<file path="config.mk">
export PLATFORM = sky130hd
export DESIGN_NAME = accum_sched
export DESIGN_NICKNAME = d
export VERILOG_FILES = /design/src/rtl/accum_sched_pkg.sv /design/src/rtl/accum_core.sv /design/src/rtl/accum_sched.sv
export SDC_FILE = /design/constraint.sdc
export NUM_CORES = 1
export LEC_CHECK = 0
export ABC_AREA = 0
export CAP_MARGIN = 20
export CORE_MARGIN = 1
export CORE_UTILIZATION = 54
export DETAILED_ROUTE_END_ITERATION = 6
export DONT_BUFFER_PORTS = 1
export PLACE_DENSITY_LB_ADDON = 0.15
export REMOVE_ABC_BUFFERS = 1
export SLEW_MARGIN = 20
export SYNTH_ARGS = -nofsm -noshare
export SYNTH_HDL_FRONTEND = slang
export SYNTH_SLANG_ARGS = --single-unit
</file>
<file path="constraint.sdc">
create_clock -name clk -period 6.7 [get_ports clk]
set_input_delay 1.675 -clock clk [delete_from_list [all_inputs] [get_ports clk]]
set_output_delay 1.675 -clock clk [all_outputs]
set_load 0.02 [all_outputs]
</file>
<file path="src/rtl/accum_sched_pkg.sv">
// Shared definitions for the accum_sched scheduler: FSM encodings,
// default parameter values and the grant selection helper.
package accum_sched_pkg;

  localparam int DEF_W    = 32;
  localparam int DEF_NREQ = 4;
  localparam int DEF_CNTW = 7;

  typedef enum logic [1:0] {
    ST_IDLE = 2'd0,
    ST_RUN  = 2'd1,
    ST_DONE = 2'd2
  } state_t;

  // Lowest asserted index at or above ptr, wrapping modulo nreq.
  // Fixed priority is obtained by passing ptr = 0. Supports up to 8
  // requesters; callers zero-extend their vectors to 8 bits.
  function automatic logic [2:0] next_grant(input logic [7:0] valid,
                                            input logic [2:0] ptr,
                                            input int         nreq);
    logic [2:0] g;
    logic       found;
    int         idx;
    g     = 3'd0;
    found = 1'b0;
    for (int i = 0; i < 8; i++) begin
      idx = (int'(ptr) + i) % nreq;
      if (!found && (i < nreq) && valid[idx[2:0]]) begin
        g     = idx[2:0];
        found = 1'b1;
      end
    end
    return g;
  endfunction

endpackage

</file>
<file path="src/rtl/accum_core.sv">
// Shift-and-add accumulator: y <= first ? x : 2*y + x (mod 2^W) when en.
module accum_core
  import accum_sched_pkg::*;
#(
  parameter int W = DEF_W
) (
  input  logic         clk,
  input  logic         rst,
  input  logic         en,
  input  logic         first,
  input  logic [W-1:0] x,
  output logic [W-1:0] y
);

  // Accumulator register; the doubling drops the top bit, no saturation.
  always_ff @(posedge clk) begin
    if (!rst) begin
      y <= '0;
    end else if (en) begin
      y <= first ? x : ({y[W-2:0], 1'b0} + x);
    end else begin
      y <= y;
    end
  end

endmodule

</file>
<file path="src/rtl/accum_sched.sv">
// Job scheduler for the shift-and-add accumulator. Grants one requester
// at a time, runs accum_core for len iterations (len = 0 runs once) and
// presents the tagged result on a valid/ready response port.
// Build option: ACCUM_SCHED_RR_EN selects round-robin arbitration;
// without it, the lowest asserted requester always wins.
module accum_sched
  import accum_sched_pkg::*;
#(
  parameter int W    = DEF_W,
  parameter int NREQ = DEF_NREQ,
  parameter int CNTW = DEF_CNTW
) (
  input  logic                     clk,
  input  logic                     rst,
  input  logic [NREQ-1:0]          req_valid,
  output logic [NREQ-1:0]          req_ready,
  input  logic [NREQ*W-1:0]        req_x,
  input  logic [NREQ*CNTW-1:0]     req_len,
  output logic                     resp_valid,
  input  logic                     resp_ready,
  output logic [$clog2(NREQ)-1:0]  resp_id,
  output logic [W-1:0]             resp_y,
  output logic                     busy
);

  localparam int IDW = $clog2(NREQ);

  state_t            state_r;
  state_t            state_s;
  logic [W-1:0]      x_r;
  logic [CNTW-1:0]   len_r;
  logic [CNTW-1:0]   cnt_r;
  logic [IDW-1:0]    id_r;
  logic [IDW-1:0]    grant_s;
  logic [W-1:0]      sel_x_s;
  logic [CNTW-1:0]   sel_len_s;
  logic              accept_s;
  logic              core_en_s;
  logic              core_first_s;
  logic              last_iter_s;
  logic              resp_hs_s;

`ifdef ACCUM_SCHED_RR_EN
  logic [IDW-1:0]    ptr_r;

  // Round-robin grant: search starts at the requester after the last job.
  always_comb begin
    grant_s = IDW'(next_grant(8'(req_valid), 3'(ptr_r), NREQ));
  end

  // Pointer moves past the owner of each job once its result is taken.
  always_ff @(posedge clk) begin
    if (!rst) begin
      ptr_r <= '0;
    end else if (resp_hs_s) begin
      ptr_r <= (id_r == IDW'(NREQ - 1)) ? '0 : (id_r + IDW'(1));
    end else begin
      ptr_r <= ptr_r;
    end
  end
`else
  // Fixed priority grant: lowest asserted requester.
  always_comb begin
    grant_s = IDW'(next_grant(8'(req_valid), 3'd0, NREQ));
  end
`endif

  // Operands of the currently granted requester.
  always_comb begin
    sel_x_s   = req_x[int'(grant_s)*W +: W];
    sel_len_s = req_len[int'(grant_s)*CNTW +: CNTW];
  end

  // FSM state register.
  always_ff @(posedge clk) begin
    if (!rst) begin
      state_r <= ST_IDLE;
    end else begin
      state_r <= state_s;
    end
  end

  // Next-state, request handshake and accumulator control.
  always_comb begin
    state_s      = state_r;
    req_ready    = '0;
    accept_s     = 1'b0;
    core_en_s    = 1'b0;
    core_first_s = 1'b0;
    resp_hs_s    = 1'b0;
    last_iter_s  = (cnt_r == (len_r - CNTW'(1)));
    case (state_r)
      ST_IDLE: begin
        // rst gates req_ready so nothing looks accepted while in reset.
        if (rst && (|req_valid)) begin
          req_ready = NREQ'(1'b1) << grant_s;
          accept_s  = 1'b1;
          state_s   = ST_RUN;
        end else begin
          state_s = ST_IDLE;
        end
      end
      ST_RUN: begin
        core_en_s    = 1'b1;
        core_first_s = (cnt_r == '0);
        if (last_iter_s) begin
          state_s = ST_DONE;
        end else begin
          state_s = ST_RUN;
        end
      end
      ST_DONE: begin
        resp_hs_s = resp_ready;
        if (resp_hs_s) begin
          state_s = ST_IDLE;
        end else begin
          state_s = ST_DONE;
        end
      end
      default: begin
        state_s = ST_IDLE;
      end
    endcase
  end

  // Job registers: operands captured only at accept, counter steps in RUN.
  always_ff @(posedge clk) begin
    if (!rst) begin
      x_r   <= '0;
      len_r <= '0;
      cnt_r <= '0;
      id_r  <= '0;
    end else if (accept_s) begin
      x_r   <= sel_x_s;
      len_r <= (sel_len_s == '0) ? CNTW'(1) : sel_len_s;
      cnt_r <= '0;
      id_r  <= grant_s;
    end else if (core_en_s) begin
      cnt_r <= cnt_r + CNTW'(1);
    end else begin
      cnt_r <= cnt_r;
    end
  end

  accum_core #(
    .W (W)
  ) u_core (
    .clk   (clk),
    .rst   (rst),
    .en    (core_en_s),
    .first (core_first_s),
    .x     (x_r),
    .y     (resp_y)
  );

  // Response outputs decode straight from registers; the core holds y in DONE.
  assign resp_valid = (state_r == ST_DONE);
  assign resp_id    = id_r;
  assign busy       = (state_r != ST_IDLE);

endmodule

</file>
==> results of run 1 <==
-- cell families (layout without fill, tap and decap cells) --
| group | count (synthesis) | in the layout |
|---|---|---|
| flip-flops | 82 | 82 |
| other | 0 | 2 |
| XOR/XNOR | 31 | 31 |
| adder cells (fa/ha/maj) | 34 | 34 |
| multiplexers | 43 | 43 |
| AND/OR/NAND/NOR | 308 | 308 |
| AO/OA/AOI/OAI | 168 | 168 |
| buffers and inverters | 59 | 39 |
-- cell usage after synthesis, types with 6 or more instances --
cell type	instances
buf_2	10
a31oi_1	8
a21oi_1	54
mux4_2	39
xnor2_1	20
a21o_1	11
a211oi_1	8
nor2_1	47
inv_1	11
dfxtp_1	82
a311oi_1	11
nand3_1	53
xor2_1	11
nor3_1	18
ha_1	33
o21ai_1	12
nand2_1	141
and3_1	8
clkbuf_1	29
buf_1	6
o21ai_0	24
or3_1	6
-- layout by cell type (no fill, tap or decap), drive strengths merged, types with 9 or more instances in the layout --
master,count
a211oi,9
xnor2,20
inv,14
ha,33
a21oi,58
nor3,20
xor2,11
buf,10
nand3,54
o21ai,36
clkbuf,11
a311oi,11
nand2,141
a21o,12
mux4,39
nor2,50
dfxtp,82
-- path summary, 6_finish.rpt --
check | startpoint | endpoint | slack (ps)
setup reg to reg | u_core.y[0]$_SDFFE_PN0P_ | u_core.y[19]$_SDFFE_PN0P_ | 3780
hold / removal | x_r[0]$_SDFFE_PN0P_ | u_core.y[0]$_SDFFE_PN0P_ | 460
hold reg to reg | x_r[0]$_SDFFE_PN0P_ | u_core.y[0]$_SDFFE_PN0P_ | 460
setup / recovery | req_valid[1] | req_ready[3] | 2060
-- flip-flops by register name (all words and copies together) (netlist names) --
register and flops:
cnt_r 7, len_r 7, resp_id 2, state_r 2
u_core.y 32, x_r 32
-- layout make-up --
class                   count  area, um^2  share of cell area
multi-input cells         584        4210               0.664
inverters                  13        48.8             0.00770
diodes                      2        5.00            0.000790
repair buffers             10        75.1              0.0119
clock buffers              11         141              0.0223
flip-flops and latches     82        1640               0.259
well taps                 140         175              0.0277
clock inverters             5        38.8             0.00612
-- worst reg2reg max path: stages (launching register included) --
cell       delay [ps]
dfxtp_1           550
ha_1              250
inv_1              60
fa_1              420
nor2b_4           160
o31a_4            160
nor3_1             50
o21ai_1           170
a21o_2            170
a31oi_1           150
o31ai_2           240
xnor2_1           110
a2111oi_2         350
-- power breakdown --
| part | internal [mW] | switching [mW] |
|---|---|---|
| Combinational | 0.253 | 0.371 |
| Sequential | 0.564 | 0.121 |
| Clock | 0.147 | 0.195 |
-- per-layer routing --
metal / part of all wire / GRT usage / up-vias / wire length [um]
met5: 0 / 0 / - / 0
met4: 0.028 / 0.121 / 0 / 439
met3: 0.066 / 0.0436 / 27 / 1050
met2: 0.48 / 0.491 / 193 / 7720
met1: 0.42 / 0.336 / 2556 / 6750
li1: - / - / 2612 / -
-- per-stage QoR --
stage	std cells	area (um^2)	hold WS [ps]	utilization
after floorplan	679	5860	432	-
after global placement	829	6150	439	0.565
after detailed placement	829	6150	450	0.565
after CTS	845	6330	463	0.581
after global routing	846	6330	486	0.582
final	847	6330	460	0.582
==> results.toml, run 1 <==
[yosys]
ys_warn_count = 0
synthMuxAreaShare = 0.152
synth_ff_type = "dfxtp_1"
synthXorXnorAreaFrac = 0.0448
synth_top_area_cell = "dfxtp_1"
syn_area_per_cell_um2 = 8.35
synth.distinct_cells = 66
synth-async-reset-ratio = 0
synth_edf_count = 0
ys_seq_area_frac = 0.271
synth_area_leaders = "dfxtp_1, mux4_2, nand2_1"
synth-adder-area-share = 0.0715
synth_top_family_by_area = "simple AND/OR/NAND/NOR gates"
synth_top_area_frac = 0.271
yosys.area_share.simple = 0.233
synth_seq_cells = 82
netlist_area_um2 = 6060
post_synth_inst_count = 725
synth-compound-area-share = 0.188

[route]
avgViaCountPerCell = 6.36
num_vias = 5388
drt_pass1_iterations = 4
drc = 0
finalWirelength_um = 16000
wl_per_cell_um = 18.8
ant_nets = 0
drtIter0Drc = 250

[min_path]
whs_path_depth = 2
hold_path_class = "reg2reg"

[pwr]
p_leak_nw = 2.52
power_mw = 1.65
ir_drop_mv = 0.153
p_per_area_nw_per_um2 = 261

[flow_run]
maxCapViolations = 0

[die]
core_um2 = 10900
ios = 203
die_w_um = 108
dieArea_um2 = 11600
rows = 38
die_h_um = 108
initial_core_util = 0.556

[worst_setup_path]
startpoint_type = "primary input"
crit_buf_inv = 0
cp_max_fo = 4
cp_data_arrival_time_ps = 2970
crit_chain = "or3_1, nor4_1"
path_depth = 2
crit_slowest_cell = "nor4_1"
r2r_cells = 12
critPathKind = "in2out"
crit_required_ps = 5030
end_kind = "output pin"
crit_path_max_incr_delay_ps = 850
crit_family = "simple AND/OR/NAND/NOR gates"

[clock_network]
cts.sinks = 82
root_buffer = "clkbuf_8"
cts_setup_buffers = 0
cts.reportedPaths.clkPinSlew_ps = 80
clk_path_buf_depth = 2
cts_tree = "done"
holdBufCountCts = 0
cts_resized = 0
cts_max_level = 3
clk_latency_ps = 360
cts_buffers = 9

[timing]
slew_viol_final = 0
fin_crit_ps = 4640
hold_viol = 0
worst-slew-pin-transition_ps = 1080
setup_viol = 0
rsz0062_at_grt = "false"
relSlewSlack = 0.272
fin_setup_tns_ps = 0
layout_setup_ws_ps = 2060
min_period_over_period = 0.693
fmax_mhz = 215
fin_skew_ps = 9.32

[grt]
grt_pass1_vias = 5261
overflow = 0
grtUsageTotal = 0.279
grt_pass1_wl_um = 25200
antenna_found_initial = 2
grt_max_degree = 54

[finish]
nNetsFinal = 897
nFillCells = 993
final_layout_size_suffix_gt1_frac = 0.129
areaGrowthSynthToFinish_pct = 4.61

[status]
status = "complete, no violations"

[placement]
pre_cts_ws_ps = 2060
hpwl_um = 11300
gp_routability_congestion = 0.892
port-buffer-count = 0
Power figures use the tool's default switching activity.
==> run 2, diff against run 1 <==
==> constraint.sdc (replaced) <==
create_clock -name clk -period 4.4 [get_ports clk]
set_input_delay 1.1 -clock clk [delete_from_list [all_inputs] [get_ports clk]]
set_output_delay 1.1 -clock clk [all_outputs]
set_load 0.02 [all_outputs]
==> results.toml, run 2 (synthesis results as in run 1) <==
[die]
die_h_um = 108
die_w_um = 108
initial_core_util = 0.556
ios = 203
rows = 38
core_um2 = 10900
dieArea_um2 = 11600

[finish]
final_layout_size_suffix_gt1_frac = 0.132
seqCellArea_um2 = 1640
nFillCells = 973
areaGrowthSynthToFinish_pct = 6.32
multi_input_area_um2 = 4210
final_area_um2 = 6440
mostFrequentLayoutCell = "nand2_1"
layout_common_cells = "nand2_1, dfxtp_1, a21oi_1, nand3_1, nor2_1"
finish.utilization = 0.591
finalNonFillerCells = 850
nNetsFinal = 899
reg.largest.list = "u_core.y (32), x_r (32)"

[clock_network]
clk_latency_ps = 380
holdBufCountCts = 0
root_buffer = "clkbuf_8"
cts_resized = 0
clk_path_buf_depth = 2
cts_setup_buffers = 0
cts.reportedPaths.clkPinSlew_ps = 80
cts_buffers = 9
cts.sinks = 82
cts_tree = "done"
cts_max_level = 3

[timing]
slew_viol_final = 0
min_period_over_period = 0.740
hold_viol = 0
worst-slew-pin-transition_ps = 837
fin_skew_ps = 14.6
fmax_mhz = 307
fin_crit_ps = 3250
setup_viol = 0
relSlewSlack = 0.440
rsz0062_at_grt = "false"

[pwr]
pwr-share-clk = 0.269
switching_share = 0.379
p_leak_nw = 2.58
p_comb_frac = 0.350
ir_drop_mv = 0.210
p_int_mw = 1.69
power.switching_mw = 1.03
p_per_area_nw_per_um2 = 424
p_seq_frac = 0.381

[route]
avgViaCountPerCell = 6.34
drt_pass1_iterations = 4
ant_nets = 0
finalWirelength_um = 15900
drc = 0
drtIter0Drc = 288
num_vias = 5389
wl_per_cell_um = 18.8

[placement]
gp_routability_congestion = 0.912
port-buffer-count = 0
dpl.cell_count = 831
place_area_um2 = 6160
hpwl_um = 11600

[worst_setup_path]
cp-startpoint = "req_valid[1]"
cp_max_fo = 4
crit_required_ps = 3300
cp_data_arrival_time_ps = 2150
worstReg2RegStart = "u_core.y[0]$_SDFFE_PN0P_"
startpoint_type = "primary input"
critPathKind = "in2out"
end_kind = "output pin"

[min_path]
hold_path_class = "reg2reg"
hold_start = "x_r[0]$_SDFFE_PN0P_"

[grt]
grtUsageTotal = 0.281
antenna_found_initial = 2
grt_pass1_vias = 5148
grt_max_degree = 54
overflow = 0
grt_pass1_wl_um = 25000

[flow_run]
maxCapViolations = 0

[status]
status = "complete, no violations"
-- run 2: cell count changes in the layout (fill, tap and decap cells not counted), sizes merged --
cell / delta
diode: +1
clkinvlp: -1
clkinv: -2
buf: +2
inv: -1
bufinv: +4
-- run 2: per-layer routing --
| layer | up-vias | global-route usage | share of wire | wire length, um |
|---|---|---|---|---|
| met1 | 2521 | 0.342 | 0.42 | 6620 |
| met3 | 28 | 0.0569 | 0.075 | 1190 |
| li1 | 2622 | - | - | - |
| met5 | - | 0 | 0 | 0 |
| met2 | 218 | 0.481 | 0.48 | 7690 |
| met4 | 0 | 0.122 | 0.028 | 451 |
-- run 2: worst paths after layout --
| kind | endpoint | slack, ps | cells past startpoint |
|---|---|---|---|
| setup / recovery | req_ready[3] | 1150 | 3 |
| hold / removal | u_core.y[0]$_SDFFE_PN0P_ | 460 | 2 |
| setup reg to reg | u_core.y[19]$_SDFFE_PN0P_ | 1550 | 12 |
| hold reg to reg | u_core.y[0]$_SDFFE_PN0P_ | 460 | 2 |
-- run 2: area by class of cell --
class,count,area share
diodes,3,0.00117
clock buffers,11,0.0220
clock inverters,5,0.0194
inverters,13,0.00758
multi-input cells,584,0.654
flip-flops and latches,82,0.255
well taps,140,0.0272
repair buffers,12,0.0140
-- run 2: power by group through the flow --
stage | Sequential, mW | Combinational, mW | Clock [mW]
2_1_floorplan | 1.02 | 0.759 | 0
5_1_grt | 1.06 | 1.07 | 0.776
4_1_cts | 1.04 | 0.955 | 0.746
3_3_place_gp | 1.06 | 0.925 | 0
3_5_place_dp | 1.06 | 0.947 | 0
6_report | 1.04 | 0.955 | 0.733
-- run 2: stage by stage --
step	hold slack, ps	power, mW	worst slack (ps)	TNS [ps]
detailed placement	446	2.01	1180	0
CTS	458	2.74	1190	0
floorplan	432	1.78	-1740	-42530
global route	467	2.90	1190	0
global placement	442	1.98	1220	0
finish	457	2.73	1150	0
-- run 2: worst max-delay path, stage by stage --
cell	delay (ps)
or3_1	440
nor4_1	380
buf_4	230
==> run 3, diff against run 2 <==
==> constraint.sdc (replaced) <==
create_clock -name clk -period 3.4 [get_ports clk]
set_input_delay 0.85 -clock clk [delete_from_list [all_inputs] [get_ports clk]]
set_output_delay 0.85 -clock clk [all_outputs]
set_load 0.02 [all_outputs]
==> results.toml, run 3 (synthesis results as in run 1) <==
[placement]
gp_routability_congestion = 0.887
hpwl_um = 12500
port-buffer-count = 0

[finish]
finish.utilization = 0.585
layout_common_cells = "nand2_1, dfxtp_1, a21oi_1, nand3_1, nor2_1"
areaGrowthSynthToFinish_pct = 5.27
reg.largest.list = "u_core.y (32), x_r (32)"
multi_input_area_um2 = 4210
mostFrequentLayoutCell = "nand2_1"
seqCellArea_um2 = 1640
final_layout_size_suffix_gt1_frac = 0.135
nFillCells = 1002
nNetsFinal = 903

[clock_network]
cts_buffers = 9
cts_max_level = 3
cts.sinks = 82
root_buffer = "clkbuf_8"
cts_resized = 0
clk_latency_ps = 360
cts_tree = "done"
cts.reportedPaths.clkPinSlew_ps = 90
holdBufCountCts = 0
clk_path_buf_depth = 2
cts_setup_buffers = 0

[worst_setup_path]
r2r_end = "u_core.y[19]$_SDFFE_PN0P_"
crit_path_max_incr_delay_ps = 390
startpoint_type = "flop"
crit_slowest_cell = "dfxtp_1"
r2r_cells = 12
worstReg2RegStart = "u_core.y[0]$_SDFFE_PN0P_"
crit_required_ps = 3660
r2r_slack_ps = 650
end_kind = "flop"
cp_data_arrival_time_ps = 3010
cp_max_fo = 4
critPathKind = "reg2reg"
crit_chain = "ha_1, inv_1, fa_1, nor2b_4, o31a_4, nor3_1, o21ai_1, a21o_2, a31oi_1, o31ai_2, xnor2_1, a2111oi_2"

[pwr]
p_per_area_nw_per_um2 = 514
p_leak_nw = 2.55
ir_drop_mv = 0.287

[grt]
grtUsageTotal = 0.294
antenna_found_initial = 2
overflow = 0
grt_max_degree = 54
grt_pass1_wl_um = 26400
grt_pass1_vias = 5392

[min_path]
whs_path_depth = 2
hold_path_class = "reg2reg"
hold_start = "x_r[0]$_SDFFE_PN0P_"
hold_end = "x_r[0]$_SDFFE_PN0P_"

[timing]
setup_viol = 0
worst-slew-pin-transition_ps = 654
slew_viol_final = 0
fmax_mhz = 364
min_period_over_period = 0.809
relSlewSlack = 0.562
whs_ps = 458
fin_skew_ps = 11.9
rsz0062_at_grt = "false"
hold_viol = 0
fin_setup_tns_ps = 0
fin_crit_ps = 2750

[route]
ant_nets = 0
finalWirelength_um = 16600
drtIter0Drc = 254
drc = 0
drt_pass1_iterations = 5
num_vias = 5417
wl_per_cell_um = 19.5
avgViaCountPerCell = 6.37

[status]
status = "complete, no violations"

[flow_run]
maxCapViolations = 0

[die]
die_w_um = 108
rows = 38
ios = 203
initial_core_util = 0.556
core_um2 = 10900
die_h_um = 108
dieArea_um2 = 11600
[run 3: cell types whose count changed in the layout (fill, tap and decap cells not counted), sizes merged]
cell	previous run	this run
bufinv	4	0
diode	3	1
clkinvlp	0	1
clkbuf	11	12
buf	12	16
[run 3: how the worst max path moves through the flow]
stage | start | end | slack [ps] | depth (start not counted)
global route | u_core.y[0]$_SDFFE_PN0P_ | u_core.y[19]$_SDFFE_PN0P_ | 380 | 12
detailed placement | req_valid[3] | x_r[2]$_SDFFE_PN0P_ | 660 | 7
floorplan | req_valid[3] | req_ready[2] | -2240 | 4
finish | u_core.y[0]$_SDFFE_PN0P_ | u_core.y[19]$_SDFFE_PN0P_ | 650 | 12
global placement | u_core.y[0]$_SDFFE_PN0P_ | u_core.y[19]$_SDFFE_PN0P_ | 710 | 12
CTS | state_r[1]$_SDFF_PN0_ | req_ready[2] | 630 | 3
[run 3: worst max-delay path, delay by kind of cell, from the launching register on]
family	cells	cell delay, ps
AOI/OAI and AO/OA	6	1380
adders and majority gates	2	470
DFF	1	390
and+or+nand+nor	2	200
xor gates and xnor gates	1	140
buffers and inverters	1	70
[run 3: through the flow]
step / setup WS [ps] / std cells / cell area, um^2 / power, mW
after floorplan: -2240 / 679 / 5860 / 2.30
after global placement: 705 / 835 / 6190 / 2.58
after detailed placement: 659 / 835 / 6190 / 2.62
after CTS: 627 / 849 / 6370 / 3.28
after global routing: 378 / 850 / 6370 / 3.50
final: 650 / 850 / 6370 / 3.28
[run 3: cell type report]
type / count / share of cell area
diodes: 1 / 0.000393
clock buffers: 12 / 0.0259
clock inverters: 2 / 0.00196
inverters: 13 / 0.00765
multi-input cells: 584 / 0.660
flip-flops and latches: 82 / 0.258
well taps: 140 / 0.0275
repair buffers: 16 / 0.0188
[run 3: power breakdown]
part           total [mW]  switching [mW]  leakage (nW)  internal, mW
sequential           1.35           0.239         0.676          1.11
clock               0.675           0.358        0.0903         0.317
combinational        1.25           0.742          1.79         0.509
total                3.28            1.34          2.55          1.94
[run 3: metal layers]
metal	track usage	vias up	part of all wire
met2	0.512	219	0.49
met1	0.358	2550	0.41
li1	-	2625	-
met5	0	-	0.00060
met4	0.101	2	0.018
met3	0.0611	21	0.082
